File: config.mk
export PLATFORM = sky130hd
export DESIGN_NAME = mem_port_arbiter
export DESIGN_NICKNAME = d
export VERILOG_FILES = /design/src/rtl/mem_port_arbiter_pkg.sv /design/src/rtl/mem_port_arbiter.sv
export SDC_FILE = /design/constraint.sdc
export NUM_CORES = 1
export LEC_CHECK = 0
export BUFFER_PORTS_ARGS = -buffer_cell sky130_fd_sc_hd__buf_4
export CAP_MARGIN = 20
export CORE_AREA = 4 4 101 103
export DETAILED_ROUTE_END_ITERATION = 10
export DIE_AREA = 0 0 105 107
export PLACE_DENSITY = 0.77
export SLEW_MARGIN = 20
export SYNTH_ARGS = -nofsm -noshare
export SYNTH_HDL_FRONTEND = slang
export SYNTH_SLANG_ARGS = --single-unit
File: constraint.sdc
create_clock -name clk -period 3.47 [get_ports clk]
set_input_delay 0 -clock clk [delete_from_list [all_inputs] [get_ports clk]]
set_output_delay 0 -clock clk [all_outputs]
set_load 0.05 [all_outputs]
File: src/rtl/mem_port_arbiter_pkg.sv
// Shared pipeline definitions for the memory port arbiter.
// Holds the arbiter state encoding, grant identifiers and the default memory latency.
package mem_port_arbiter_pkg;

    localparam int unsigned LAT_DEFAULT = 2;

    typedef logic [1:0] arb_state_t;

    localparam arb_state_t IDLE   = 2'd0;
    localparam arb_state_t DM_ACC = 2'd1;
    localparam arb_state_t IF_ACC = 2'd2;

    localparam logic GRANT_IF = 1'b0;
    localparam logic GRANT_DM = 1'b1;

endpackage

File: src/rtl/mem_port_arbiter.sv
// Arbitrates a single-port memory between the fetch stage (IF) and the MEM stage (DM).
// Round-robin between the two ports; each granted access lasts LAT cycles and finishes
// with a one-cycle valid pulse on the winning port.
//
// Ports:
//   clk, reset             clock, asynchronous active-high reset
//   if_req/if_addr         fetch request and address (held until if_valid)
//   if_flush               kills the outstanding fetch
//   dm_req/dm_we/dm_addr/dm_wdata  load/store request (held until dm_valid)
//   mem_en/mem_we/mem_addr/mem_wdata/mem_rdata  shared memory port
//   if_valid/if_rdata      fetch completion pulse and instruction word
//   dm_valid/dm_rdata      data completion pulse and load data
//   stall_if/stall_mem     pipeline hold signals
module mem_port_arbiter
    import mem_port_arbiter_pkg::*;
#(
    parameter int unsigned LAT = LAT_DEFAULT
) (
    input  logic        clk,
    input  logic        reset,
    input  logic        if_req,
    input  logic [31:0] if_addr,
    input  logic        if_flush,
    input  logic        dm_req,
    input  logic        dm_we,
    input  logic [31:0] dm_addr,
    input  logic [31:0] dm_wdata,
    output logic        mem_en,
    output logic        mem_we,
    output logic [31:0] mem_addr,
    output logic [31:0] mem_wdata,
    input  logic [31:0] mem_rdata,
    output logic        if_valid,
    output logic [31:0] if_rdata,
    output logic        dm_valid,
    output logic [31:0] dm_rdata,
    output logic        stall_if,
    output logic        stall_mem
);

    localparam logic [2:0] CNT_LOAD = 3'(LAT - 1);

    arb_state_t  state_q, state_d;
    logic [2:0]  cnt_q, cnt_d;
    logic        last_grant_q, last_grant_d;
    logic        if_valid_q, if_valid_d;
    logic        dm_valid_q, dm_valid_d;
    logic [31:0] if_rdata_q, if_rdata_d;
    logic [31:0] dm_rdata_q, dm_rdata_d;

    // A port that just completed sits out one cycle; a flushed fetch is not eligible.
    logic if_elig, dm_elig;
    assign if_elig = if_req & ~if_valid_q & ~if_flush;
    assign dm_elig = dm_req & ~dm_valid_q;

    always_comb begin
        state_d      = state_q;
        cnt_d        = cnt_q;
        last_grant_d = last_grant_q;
        if_valid_d   = 1'b0;
        dm_valid_d   = 1'b0;
        if_rdata_d   = if_rdata_q;
        dm_rdata_d   = dm_rdata_q;
        case (state_q)
            IDLE: begin
                // DM wins a tie only when IF had the previous grant.
                if (dm_elig && (!if_elig || last_grant_q == GRANT_IF)) begin
                    state_d      = DM_ACC;
                    cnt_d        = CNT_LOAD;
                    last_grant_d = GRANT_DM;
                end else if (if_elig) begin
                    state_d      = IF_ACC;
                    cnt_d        = CNT_LOAD;
                    last_grant_d = GRANT_IF;
                end
            end
            DM_ACC: begin
                // Stores run to completion regardless of dm_req.
                if (cnt_q == 3'd0) begin
                    state_d    = IDLE;
                    dm_valid_d = 1'b1;
                    if (!dm_we) begin
                        dm_rdata_d = mem_rdata;
                    end
                end else begin
                    cnt_d = cnt_q - 3'd1;
                end
            end
            IF_ACC: begin
                // Flush beats completion in the same cycle.
                if (if_flush) begin
                    state_d = IDLE;
                    cnt_d   = 3'd0;
                end else if (cnt_q == 3'd0) begin
                    state_d    = IDLE;
                    if_valid_d = 1'b1;
                    if_rdata_d = mem_rdata;
                end else begin
                    cnt_d = cnt_q - 3'd1;
                end
            end
            default: begin
                state_d = IDLE;
                cnt_d   = 3'd0;
            end
        endcase
    end

    always_ff @(posedge clk or posedge reset) begin
        if (reset) begin
            state_q      <= IDLE;
            cnt_q        <= 3'd0;
            last_grant_q <= GRANT_IF;
            if_valid_q   <= 1'b0;
            dm_valid_q   <= 1'b0;
            if_rdata_q   <= 32'd0;
            dm_rdata_q   <= 32'd0;
        end else begin
            state_q      <= state_d;
            cnt_q        <= cnt_d;
            last_grant_q <= last_grant_d;
            if_valid_q   <= if_valid_d;
            dm_valid_q   <= dm_valid_d;
            if_rdata_q   <= if_rdata_d;
            dm_rdata_q   <= dm_rdata_d;
        end
    end

    // Memory outputs decode straight from the state register, so reset clears them
    // (including an in-flight write enable) without waiting for a clock edge.
    always_comb begin
        mem_en    = 1'b0;
        mem_we    = 1'b0;
        mem_addr  = 32'd0;
        mem_wdata = 32'd0;
        case (state_q)
            DM_ACC: begin
                mem_en    = 1'b1;
                mem_we    = dm_we;
                mem_addr  = dm_addr;
                mem_wdata = dm_wdata;
            end
            IF_ACC: begin
                mem_en   = 1'b1;
                mem_addr = if_addr;
            end
            default: ;
        endcase
    end

    assign if_valid  = if_valid_q;
    assign dm_valid  = dm_valid_q;
    assign if_rdata  = if_rdata_q;
    assign dm_rdata  = dm_rdata_q;
    assign stall_mem = dm_req & ~dm_valid_q;
    assign stall_if  = (if_req & ~if_valid_q) | stall_mem;

endmodule

==> results of run 1 <==
[layer usage]
metal	vias up	GRT usage
li1	1625	-
met3	14	0.0734
met1	1675	0.238
met4	0	0.0384
met2	146	0.382
met5	-	0
[cells by family after synthesis]
logic type                 count (synthesis)  share of synthesized area
AOI/OAI and AO/OA                         45                     0.0927
adders and majority gates                  6                     0.0209
buffers and inverters                     29                     0.0404
DFF                                       72                      0.502
muxes                                     64                      0.201
and+or+nand+nor                           79                      0.144
[sequential cells by signal, indices dropped and copies added, names as in the netlist]
register	flops
dm_rdata	32
cnt_q	3
dm_valid	1
last_grant_q	1
if_rdata	32
state_q	2
if_valid	1
[worst paths after layout]
check	endpoint	depth (start not counted)	slack (ps)
worst min register to register	last_grant_q	1	490
min in group asynchronous	if_rdata[10]	3	350
worst max register to register	if_rdata[9]	6	1280
worst min-delay path	last_grant_q	3	100
worst max-delay path	if_rdata[9]	6	1280
max in group asynchronous	if_rdata[4]	4	2160
[cell usage in the layout (no fill, tap or decap), types with 4 or more instances in the layout]
| cell type | instances |
|---|---|
| buf_4 | 272 |
| dfrtp_1 | 72 |
| mux2_2 | 59 |
| nor2b_1 | 34 |
| and2_1 | 33 |
| dlygate4sd3_1 | 33 |
| a22oi_1 | 32 |
| clkbuf_8 | 9 |
| inv_1 | 8 |
| mux2_1 | 5 |
| ha_1 | 5 |
| o21ai_0 | 4 |
[report_power, final]
group	switching [mW]	internal (mW)	total, mW
logic	3.01	1.52	4.53
clock network	0.306	0.475	0.781
registers	0.245	1.25	1.50
total	3.56	3.25	6.81
[critical path, delay by kind of cell (launching register included)]
family	cells	cell delay, ps
and+or+nand+nor	1	240
adders and majority gates	1	160
DFF	1	430
muxes	1	400
buffers and inverters	3	830
[what timing repair did]
action	4_1_cts	5_1_grt
hold buffers	33	0
endpoints found under the hold margin	98	0
gates resized for setup	0	0
setup endpoints to repair	0	0
[cell type report]
cell class / instances / area share
Multi-Input combinational cell: 194 / 0.265
Clock buffer: 10 / 0.0205
Sequential cell: 72 / 0.289
Timing Repair Buffer: 305 / 0.381
Inverter: 9 / 0.00542
Clock inverter: 5 / 0.0171
Tap cell: 111 / 0.0223
[through the flow]
step	hold WS, ps	total power [mW]
6_report	99.6	6.81
5_1_grt	91.6	7.13
4_1_cts	83.2	6.86
3_5_place_dp	170	6.03
3_3_place_gp	166	5.95
2_1_floorplan	135	4.66
==> results.md, run 1 <==
Outcome:
- The run finished with clean final reports.

Placement:
- The worst-case setup slack after placement is 1270 ps.
- Detailed placement finished with a half-perimeter wire length of 9560 um.
- The final weighted congestion in routability-driven placement is 0.793.
- The count of buffers added on input and output ports is 267.
- The total placed cells including tap cells is 658.
- The cell area after placement is 5660 um2.

Layout:
- At the end of the flow, the number of nets in the layout was 731.
- At the end of the flow the core is filled with cells to 0.677.
- The summed area of non-filler cells in the final layout is 6230 um2.
- Fill cells in the final layout number 684.
- The synthesis-to-layout area growth is 73.4%.
- The fraction of layout cells with a size suffix above 1 is 0.588.
- Leaving out filler cells and counting taps, the final layout contains 706.
- Across the whole layout, storage elements account for 1800 um2.
- In the final layout, the multi-input gates occupy 1650 um2.
- The antenna diode count is 0.

Yosys:
- In this run, synthesis inferred 0 flip-flops with an integrated enable.
- The post-synth net total is 435.
- Synthesis instantiated 28 different standard cells from the library.
- Sorting the synthesized cells by area gives the leading types as dfrtp_1 50%, mux2_2 18%, a22oi_1 6.7%.
- The most frequently used flop master after synthesis is dfrtp_1.
- The sequential area share after synthesis is 0.502.
- The number of warning messages in the yosys log is 0.
- The top-area cell type share of the netlist area is 0.502.
- By count the netlist is led by 72 x dfrtp_1, 59 x mux2_2, 34 x nor2b_1, 33 x and2_1, 32 x a22oi_1.
- In this run, synthesis produced a sequential element count of 72.
- The fraction of registers with async set/reset is 1.00.
- In this run the cell area of the synthesized design comes to 3590 um2.
- The most repeated cell in the gate-level netlist after synthesis is dfrtp_1.
- The library cell with the largest summed area after synthesis is dfrtp_1.
- A synthesized cell averages 12.2 um2.
- Synthesis produced a netlist whose cell count is 295.

Clock tree:
- Clock-pin slew was measured on the worst setup and hold paths at 70 ps.
- The number of levels in the clock H-tree is 3.
- TritonCTS built the clock tree.
- For the worst-skew pair, the clock arrives at the later sink with an insertion delay of 340 ps.
- The buffer count from post-CTS setup fixing is 0.
- Buffers inserted during clock tree synthesis total 9.
- The buffer cell driving the clock tree root is clkbuf_8.
- The number of buffers on the longest clock path is 2.
- For this design, the sink count on the clock tree is 72.

Detailed routing:
- The first detailed-routing pass ran for 4 iterations.
- The total met2 wirelength after detailed routing is 6590 um.
- The highest routing layer actually used is met4.
- In the detailed route, the total length drawn on met3 is 945 um.
- The starting DRC count in detailed routing is 205.
- The detailed-route DRC error count is 0.
- After detailed routing, the average wire length per cell comes to 17.5 um.
- The vias after detailed routing is 3,460.
- Dividing the detail-routed via count by the number of cells gives 4.90.
- For this block, the routed nets add up to 12,400 um of wire.
- The met1 routed wirelength after detailed routing is 4710 um.
- The count of nets left with antenna violations once routing finished came out at 0.

Global routing:
- The number of antenna violations at the first check in global routing is 0.
- The pin count of the biggest net entering global routing is 68.
- The via count of the first global-routing pass was 3,543.
- The global-route wire length before repair is 18,800 um.
- The overall global routing resource usage is 0.209.
- The remaining global-route overflow is 0.

Power and ir drop:
- For this design the ratio of total power to cell area is 1090 nW/um2.
- The leakage power is 3.07 nW.
- VDD sags by at most 0.714 mV.

Setup path:
- For the worst setup path, the data arrival time is 2420 ps.
- The worst endpoint required time is 3690 ps.
- The slowest library cell on the worst path is dfrtp_1.
- In this design, the stage delay of the slowest critical-path cell is 430 ps.
- The worst setup path is launched from a register.
- The critical path goes through inv_1 -> ha_1 -> buf_4 -> nor3b_4 -> buf_4 -> mux2_2.
- Along the worst path, the maximum fanout reaches 34.
- The startpoint identified for the worst register-to-register timing path is state_q[0].
- Counting stages on the worst path, the most repeated cell is buf_4.
- The capturing element type of the critical path is a register.
- The launch point of the critical path is state_q[0].
- The worst setup path is of the register to register kind.

STA:
- The final critical-path required period is 2190 ps.
- Setup violations remaining at the end of the flow were counted as 0.
- The actual transition at the worst max-transition pin is 742 ps.
- The count of endpoints failing hold in the final timing report is 0.
- The relative slew slack is 0.505.
- Setup repair after global routing left no endpoint under its margin.
- Once routing completed, OpenROAD measured the worst setup slack at 1280 ps.
- The max-slew violation count is 0.
- The total negative slack for setup checks is 0 ps.
- The upper clock frequency limit is 456 MHz.
- The ratio of final minimum period to clock period is 0.632.
- The worst clock skew is 9.42 ps.

Flow run:
- The number of max-capacitance violations reported is 0.

Floorplan:
- The total area inside the core boundary comes to 9200 um2.
- For this design the top-level I/O count stands at 268.
- The height of the chip is 107 um.
- The width of the die is 105 um.
- Row generation in the floorplan step produced 35 rows.
- The initial utilization of the core area, before any placement, comes to 0.391.
- The die area is 11,200 um2.

Hold path:
- The origin of the worst min-delay path is if_flush.
- The path class of the tightest hold or removal check is input pin to register.
No activity file was read; power rests on OpenSTA's default activity.
==> run 2, diff against run 1 <==
- CORE_AREA: 4 4 101 103 -> 4 4 102 104
- DIE_AREA: 0 0 105 107 -> 0 0 106 108
- PLACE_DENSITY: 0.77 -> 0.76
- clock period: 3.47 -> 2.05 ns (I/O delays scaled with it)
==> results.md, run 2 (synthesis gave the netlist of run 1 again) <==
Clock tree:
- The later-pin clock latency in the skew report is 340 ps (about the same).
- The number of levels in the clock H-tree is 3 (unchanged).
- The number of buffers on the longest clock path is 2 (unchanged).
- The number of sinks on the clock net was 72 (unchanged).
- The clock transition time at the flip-flop clock pins of the worst setup and hold paths is 80 ps (was 70 ps).
- The buffer cell driving the clock tree root is clkbuf_8 (unchanged).
- The buffer count from post-CTS setup fixing is 0 (unchanged).
- The number of buffers inserted during clock tree synthesis is 9 (unchanged).
- The TritonCTS clock tree is yes (unchanged).

Setup path:
- Cell Chain, Critical Path: inv_1 -> ha_2 -> buf_8 -> a22oi_1 -> nor2b_1 -> buf_4 (was inv_1 -> ha_1 -> buf_4 -> nor3b_4 -> buf_4 -> mux2_2).
- The worst endpoint required time is 2050 ps (was 3690 ps).
- The path type of the worst setup path is register to output port (was register to register).
- The slowest library cell on the worst path is dfrtp_1 (unchanged).
- The dominant delay contributor by cell family on the critical path was buffers and inverters (unchanged).
- The worst-path maximum fanout is 67 (was 34).
- The number of buffers and inverters on the critical path is 3 (unchanged).
- The register-to-register path setup slack came to 270 ps (was 1280 ps).
- The capturing element type of the critical path is an output port (was register).
- The delay contributed by the slowest stage of the critical path came to 420 ps (was 430 ps).
- The arrival time reported for the critical path endpoint was 1860 ps (was 2420 ps).
- The nature of the critical path startpoint is a register (unchanged).

Layout:
- The antenna diode count came to 0 (unchanged).
- The most common cell after layout, fill and taps aside is buf_4 (unchanged).
- The net total in the final layout is 734 (was 731).
- The sequential cell area is 1800 um2 (unchanged).
- The fraction of layout cells with a size suffix above 1 is 0.593 (was 0.588).
- The layout filler cell count is 746 (was 684).
- Most frequent cells in the layout: 270 x buf_4, 72 x dfrtp_1, 59 x mux2_2 (was 272 x buf_4, 72 x dfrtp_1, 59 x mux2_2).
- The combined area of the multi-input logic cells is 1650 um2 (unchanged).
- The synthesis-to-layout area growth is 74.9% (was 73.4%).

Detailed routing:
- The starting DRC count in detailed routing came to 123 (was 205).
- The number of iterations in the first detailed-routing pass is 5 (was 4).
- The detailed-route vias per instance is 4.67 (was 4.90).
- The routed wire length was 12,200 um (was 12,400 um).
- The routed wirelength normalized by instance count is 16.7 um (was 17.5 um).
- The detailed-route DRC error count is 0 (unchanged).
- The number of nets with antenna violations after routing is 0 (unchanged).
- The vias after detailed routing is 3,418 (was 3,460).

Hold path:
- The path type of the worst min-delay path is input pin to register (unchanged).

STA:
- The worst hold slack after final layout is 41.2 ps (was 99.6 ps).
- The relative slew slack is 0.571 (was 0.505).
- Of the available clock period, the critical path in the final layout requires 0.908.
- The worst clock skew is 10.9 ps (was 9.42 ps).
- The setup slack of the critical path after layout is 188 ps (was 1280 ps).
- RSZ-0062 raised after global routing: false (unchanged).
- The count of endpoints failing hold in the final timing report is 0 (unchanged).
- The actual transition at the worst max-transition pin was 643 ps (was 742 ps).
- The final critical-path required period is 1860 ps.
- The final-report setup violation count came to 0 (unchanged).
- The upper clock frequency limit is 537 MHz.
- The max-slew violation count was 0 (unchanged).
- The total negative slack for setup checks is 0 ps (unchanged).

Placement:
- The worst-case setup slack after placement came to 184 ps (was 1270 ps).
- The count of buffers from port buffering is 267 (unchanged).
- The half-perimeter wire length after placement is 9250 um (was 9560 um).
- The final weighted congestion in routability-driven placement came to 0.719 (was 0.793).

Flow run:
- The number of max-capacitance violations reported was 0 (unchanged).

Power and ir drop:
- The part of the power in the clock network is 0.093 (was 0.115).
- The internal power contribution was 5.26 mW (was 3.25 mW).
- The share of total power consumed by net switching came to 0.536 (was 0.523).
- The leakage power is 3.07 nW (about the same).
- The largest vdd supply drop is 1.24 mV (was 0.714 mV).
- The power per unit of standard cell area was 1800 nW/um2 (was 1090 nW/um2).
- The switching power is 6.07 mW (was 3.56 mW).
- The relative contribution of combinational cells to total power is 0.686 (was 0.665).
- The fraction of power consumed by sequential logic is 0.221 (was 0.220).

Floorplan:
- The top-level I/O count is 268 (unchanged).
- The die area is 11,400 um2 (was 11,200 um2).
- The width of the die is 106 um (was 105 um).
- The row count came to 36 (was 35).
- The height of the chip is 108 um (was 107 um).
- The effective utilization at floorplan is 0.376 (was 0.391).
- The area of the placeable core is 9550 um2 (was 9200 um2).

Global routing:
- The global-route wire length before repair was 18,900 um (was 18,800 um).
- The pin count of the biggest net entering global routing is 68 (unchanged).
- The overall global routing resource usage is 0.205 (was 0.209).
- The number of antenna violations at the first check in global routing is 0 (unchanged).
- The via count of the first global-routing pass came to 3,680 (was 3,543).
- The remaining global-route overflow came to 0 (unchanged).

Outcome:
- Result of the run: finished clean (unchanged).
## run 2: stage by stage
stage	area, um2	std cells	total power, mW	util
floorplan	3590	295	7.90	-
global placement	5750	683	10.1	0.602
detailed placement	5750	683	10.2	0.602
CTS	6270	732	11.4	0.657
global route	6280	732	11.9	0.658
finish	6280	732	11.3	0.658
## run 2: final cells by class
| cell class | count | area share |
|---|---|---|
| Multi-Input combinational cell | 194 | 0.262 |
| Clock buffer | 11 | 0.0241 |
| Timing Repair Buffer | 308 | 0.389 |
| Sequential cell | 72 | 0.287 |
| Clock inverter | 5 | 0.00597 |
| Tap cell | 133 | 0.0265 |
| Inverter | 9 | 0.00538 |
## run 2: worst register-to-register path: cells and delay by family, from the launching register on
family	cells	cell delay, ps
fa+ha+maj	1	210
buf+inv	2	330
mux	1	400
flops	1	400
simple gates	2	330
## run 2: final timing paths
check / depth (start not counted) / from / to
setup / recovery: 6 / state_q[1] / mem_addr[13]
hold / removal: 3 / if_flush / last_grant_q
setup reg to reg: 6 / cnt_q[0] / if_rdata[16]
hold reg to reg: 1 / last_grant_q / last_grant_q
max in group asynchronous: 4 / reset / dm_rdata[5]
min in group asynchronous: 3 / reset / if_rdata[31]
## run 2: metal layers
| metal | part of all wire | global-route usage | vias to the layer above |
|---|---|---|---|
| met5 | 0 | 0 | - |
| met4 | 0.011 | 0.0546 | 0 |
| met3 | 0.081 | 0.0627 | 12 |
| met2 | 0.53 | 0.364 | 149 |
| met1 | 0.38 | 0.243 | 1630 |
| li1 | - | - | 1627 |
## run 2: power by group through the flow
stage                     clock, mW  sequential (mW)  combinational [mW]
after floorplan                   0             4.73                3.17
after global placement            0             2.49                7.58
after detailed placement          0             2.52                7.71
after CTS                      1.09             2.51                7.78
after global routing           1.16             2.61                8.12
final                          1.05             2.51                7.76
## run 2: timing repair
action                                  CTS  global route
endpoints found under the setup margin    1             9
hold buffers                             33             0
endpoints found under the hold margin    91             0
gates resized for setup                   1             3
==> run 3, diff against run 2 <==
- ABC_AREA: unset -> 1
- CORE_AREA: 4 4 102 104 -> unset
- CORE_MARGIN: unset -> 4
- CORE_UTILIZATION: unset -> 42
- DIE_AREA: 0 0 106 108 -> unset
- PLACE_DENSITY: 0.76 -> 0.81
==> results.md, run 3 <==
Floorplan:
- The area of the placeable core came to 9150 um2 (was 9550 um2).
- The top-level I/O count is 268 (unchanged).
- The width of the die was 105 um (was 106 um).
- The die area is 11,000 um2 (was 11,400 um2).
- The row count is 35 (was 36).
- The effective utilization at floorplan came to 0.429 (was 0.376).
- The height of the chip is 105 um (was 108 um).

Layout:
- The antenna diode count is 0 (unchanged).
- The summed area of non-filler cells in the final layout is 6520 um2 (was 6280 um2).
- The most common cell after layout, fill and taps aside is buf_4 (unchanged).
- Most frequent cells in the layout: 269 x buf_4, 182 x nand2_1, 78 x inv_1 (was 270 x buf_4, 72 x dfrtp_1, 59 x mux2_2).
- The layout filler cell count is 726 (was 746).
- The net total in the final layout is 922 (was 734).
- The fraction of layout cells with a size suffix above 1 is 0.454 (was 0.593).
- The synthesis-to-layout area growth is 66.1% (was 74.9%).

Power and ir drop:
- The power per unit of standard cell area came to 1630 nW/um2 (was 1800 nW/um2).
- The largest vdd supply drop is 1.30 mV (was 1.24 mV).
- The leakage power is 3.73 nW (was 3.07 nW).

Yosys:
- The synthesized cell area was 3920 um2 (was 3590 um2).
- The number of warning messages in the yosys log is 0 (unchanged).
- The sequential area share after synthesis is 0.459 (was 0.502).
- The most repeated cell in the gate-level netlist after synthesis is nand2_1 (was dfrtp_1).
- The post-synthesis average cell area came to 8.04 um2 (was 12.2 um2).
- The post-synth net total is 628 (was 435).
- The number of flip-flops and latches in the synthesized netlist is 72 (unchanged).
- The gate count of the mapped netlist is 488 (was 295).
- The top-area cell type share of the netlist area is 0.459 (was 0.502).
- The number of synthesized flops with an enable pin is 0 (unchanged).
- Synth area leaders: dfrtp_1 46%, nand2_1 17%, o21ai_2 13% (was dfrtp_1 50%, mux2_2 18%, a22oi_1 6.7%).
- The most frequently used flop master after synthesis is dfrtp_1 (unchanged).
- Top cell types by occurrence after synthesis: 182 x nand2_1, 79 x inv_1, 72 x dfrtp_1, 58 x o21ai_2, 35 x a21oi_1 (was 72 x dfrtp_1, 59 x mux2_2, 34 x nor2b_1, 33 x and2_1, 32 x a22oi_1).
- The count of unique library cells instantiated by Yosys is 23 (was 28).
- The library cell with the largest summed area after synthesis is dfrtp_1 (unchanged).
- The fraction of registers with async set/reset is 1.00 (unchanged).

Detailed routing:
- The number of nets with antenna violations after routing was 0 (unchanged).
- The detailed-route vias per instance is 4.73 (was 4.67).
- The routed wire length is 14,300 um (was 12,200 um).
- The vias after detailed routing is 4,236 (was 3,418).
- The number of iterations in the first detailed-routing pass is 4 (was 5).
- The starting DRC count in detailed routing is 260 (was 123).
- The detailed-route DRC error count is 0 (unchanged).
- The routed wirelength normalized by instance count is 16.0 um (was 16.7 um).

Placement:
- The half-perimeter wire length after placement was 10,500 um (was 9250 um).
- The final weighted congestion in routability-driven placement is 0.926 (was 0.719).
- The count of buffers from port buffering is 267 (unchanged).
- The cell area after placement came to 5970 um2 (was 5750 um2).
- The worst-case setup slack after placement is 236 ps (was 184 ps).

Setup path:
- The capturing element type of the critical path is an output port (unchanged).
- The arrival time reported for the critical path endpoint is 1900 ps (was 1860 ps).
- The worst-path maximum fanout is 32 (was 67).
- The nature of the critical path startpoint is a register (unchanged).
- The path type of the worst setup path is register to output port (unchanged).
- The worst endpoint required time came to 2050 ps (about the same).

Clock tree:
- The clock transition time at the flip-flop clock pins of the worst setup and hold paths is 70 ps (was 80 ps).
- The number of sinks on the clock net was 72 (unchanged).
- The buffer count from post-CTS setup fixing is 0 (unchanged).
- The number of levels in the clock H-tree is 3 (unchanged).
- The buffer cell driving the clock tree root is clkbuf_8 (unchanged).
- The later-pin clock latency in the skew report was 330 ps (was 340 ps).
- The number of buffers on the longest clock path is 2 (unchanged).
- The number of buffers inserted during clock tree synthesis is 9 (unchanged).
- The TritonCTS clock tree is yes (unchanged).

STA:
- The total negative slack for setup checks is 0 ps (unchanged).
- The max-slew violation count was 0 (unchanged).
- The actual transition at the worst max-transition pin is 747 ps (was 643 ps).
- The setup slack of the critical path after layout is 154 ps (was 188 ps).
- The ratio of final minimum period to clock period is 0.925 (was 0.908).
- The upper clock frequency limit is 527 MHz (was 537 MHz).
- The final-report setup violation count is 0 (unchanged).
- RSZ-0062 raised after global routing: false (unchanged).
- The count of endpoints failing hold in the final timing report is 0 (unchanged).
- The worst clock skew was 4.41 ps (was 10.9 ps).
- The worst hold slack after final layout is 61.1 ps (was 41.2 ps).
- The final critical-path required period was 1900 ps (was 1860 ps).
- The relative slew slack came to 0.502 (was 0.571).

Global routing:
- The global-route wire length before repair is 22,600 um (was 18,900 um).
- The global-route met1 utilization was 0.297 (was 0.243).
- The overall global routing resource usage is 0.257 (was 0.205).
- The pin count of the biggest net entering global routing is 73 (was 68).
- The met2 global-route usage is 0.450 (was 0.364).
- The via count of the first global-routing pass came to 4,236 (was 3,680).
- The most congested layer reported by global routing is met2 (unchanged).
- The met3 usage is 0.0741 (was 0.0627).
- The number of antenna violations at the first check in global routing came to 0 (unchanged).
- The remaining global-route overflow was 0 (unchanged).

Flow run:
- The number of max-capacitance violations reported is 0 (unchanged).

Hold path:
- The path type of the worst min-delay path is input pin to register (unchanged).

Outcome:
- Result of the run: finished clean (unchanged).
==> run 3: cell count changes after synthesis, sizes merged, moves of 33 or more <==
| cell | delta |
|---|---|
| nand2 | +182 |
| a21oi | +34 |
| and2 | -33 |
| o21ai | +64 |
| inv | +73 |
| mux2 | -64 |
| nor2b | -34 |
==> run 3: where the power goes <==
part	total (mW)	internal [mW]	switching [mW]
registers	2.40	2.03	0.372
clock network	1.01	0.528	0.478
logic	7.22	2.13	5.09
total	10.6	4.69	5.94
==> run 3: critical path, cell delays in order, from the launching register on <==
cell	delay, ps
dfrtp_1	430
inv_1	100
ha_1	200
buf_6	260
nand2_1	110
a21oi_2	230
buf_4	240
==> run 3: kinds of logic after synthesis <==
family | after synthesis | synth area share
buffers and inverters | 108 | 0.130
AND/OR/NAND/NOR | 196 | 0.198
AO/OA/AOI/OAI | 104 | 0.189
XOR/XNOR | 2 | 0.00447
flip-flops | 72 | 0.459
adder cells (fa/ha/maj) | 6 | 0.0191
==> run 3: area by class of cell <==
type                       count  area, um2  share of cell area
tap                          111        139              0.0213
sequential                    72       1800               0.276
multi-input combinational    308       1620               0.248
clock buffer                  14        173              0.0265
timing repair buffer         309       2480               0.380
inverter                      82        310              0.0476
==> run 3: per-stage QoR <==
step / power (mW) / std cells / utilization
5_1_grt: 11.2 / 896 / 0.712
6_report: 10.6 / 896 / 0.712
3_5_place_dp: 9.55 / 847 / 0.652
2_1_floorplan: 7.38 / 488 / -
4_1_cts: 10.6 / 895 / 0.709
3_3_place_gp: 9.38 / 847 / 0.652
==> run 3: final timing paths <==
check	startpoint	end	slack [ps]	cells past startpoint
max in group asynchronous	reset	if_valid	1420	4
min in group asynchronous	reset	dm_rdata[25]	340	4
worst min-delay path	if_req	last_grant_q	60	4
worst max register to register	state_q[0]	if_rdata[2]	240	7
worst min register to register	dm_rdata[7]	dm_rdata[7]	480	2
worst max-delay path	state_q[0]	mem_addr[0]	150	6
==> run 3: what timing repair did <==
| item | CTS | global route |
|---|---|---|
| endpoints found under the setup margin | 1 | 1 |
| hold buffers | 34 | 0 |
| resized for setup | 1 | 1 |
| endpoints found under the hold margin | 137 | 0 |
| cloned | 0 | 1 |
==> run 3: layer usage <==
| metal | share of wire | vias to the layer above | wire, um |
|---|---|---|---|
| li1 | - | 2076 | - |
| met1 | 0.38 | 1942 | 5430 |
| met2 | 0.51 | 188 | 7300 |
| met3 | 0.078 | 30 | 1120 |
| met4 | 0.032 | 0 | 456 |
| met5 | 0 | - | 0 |
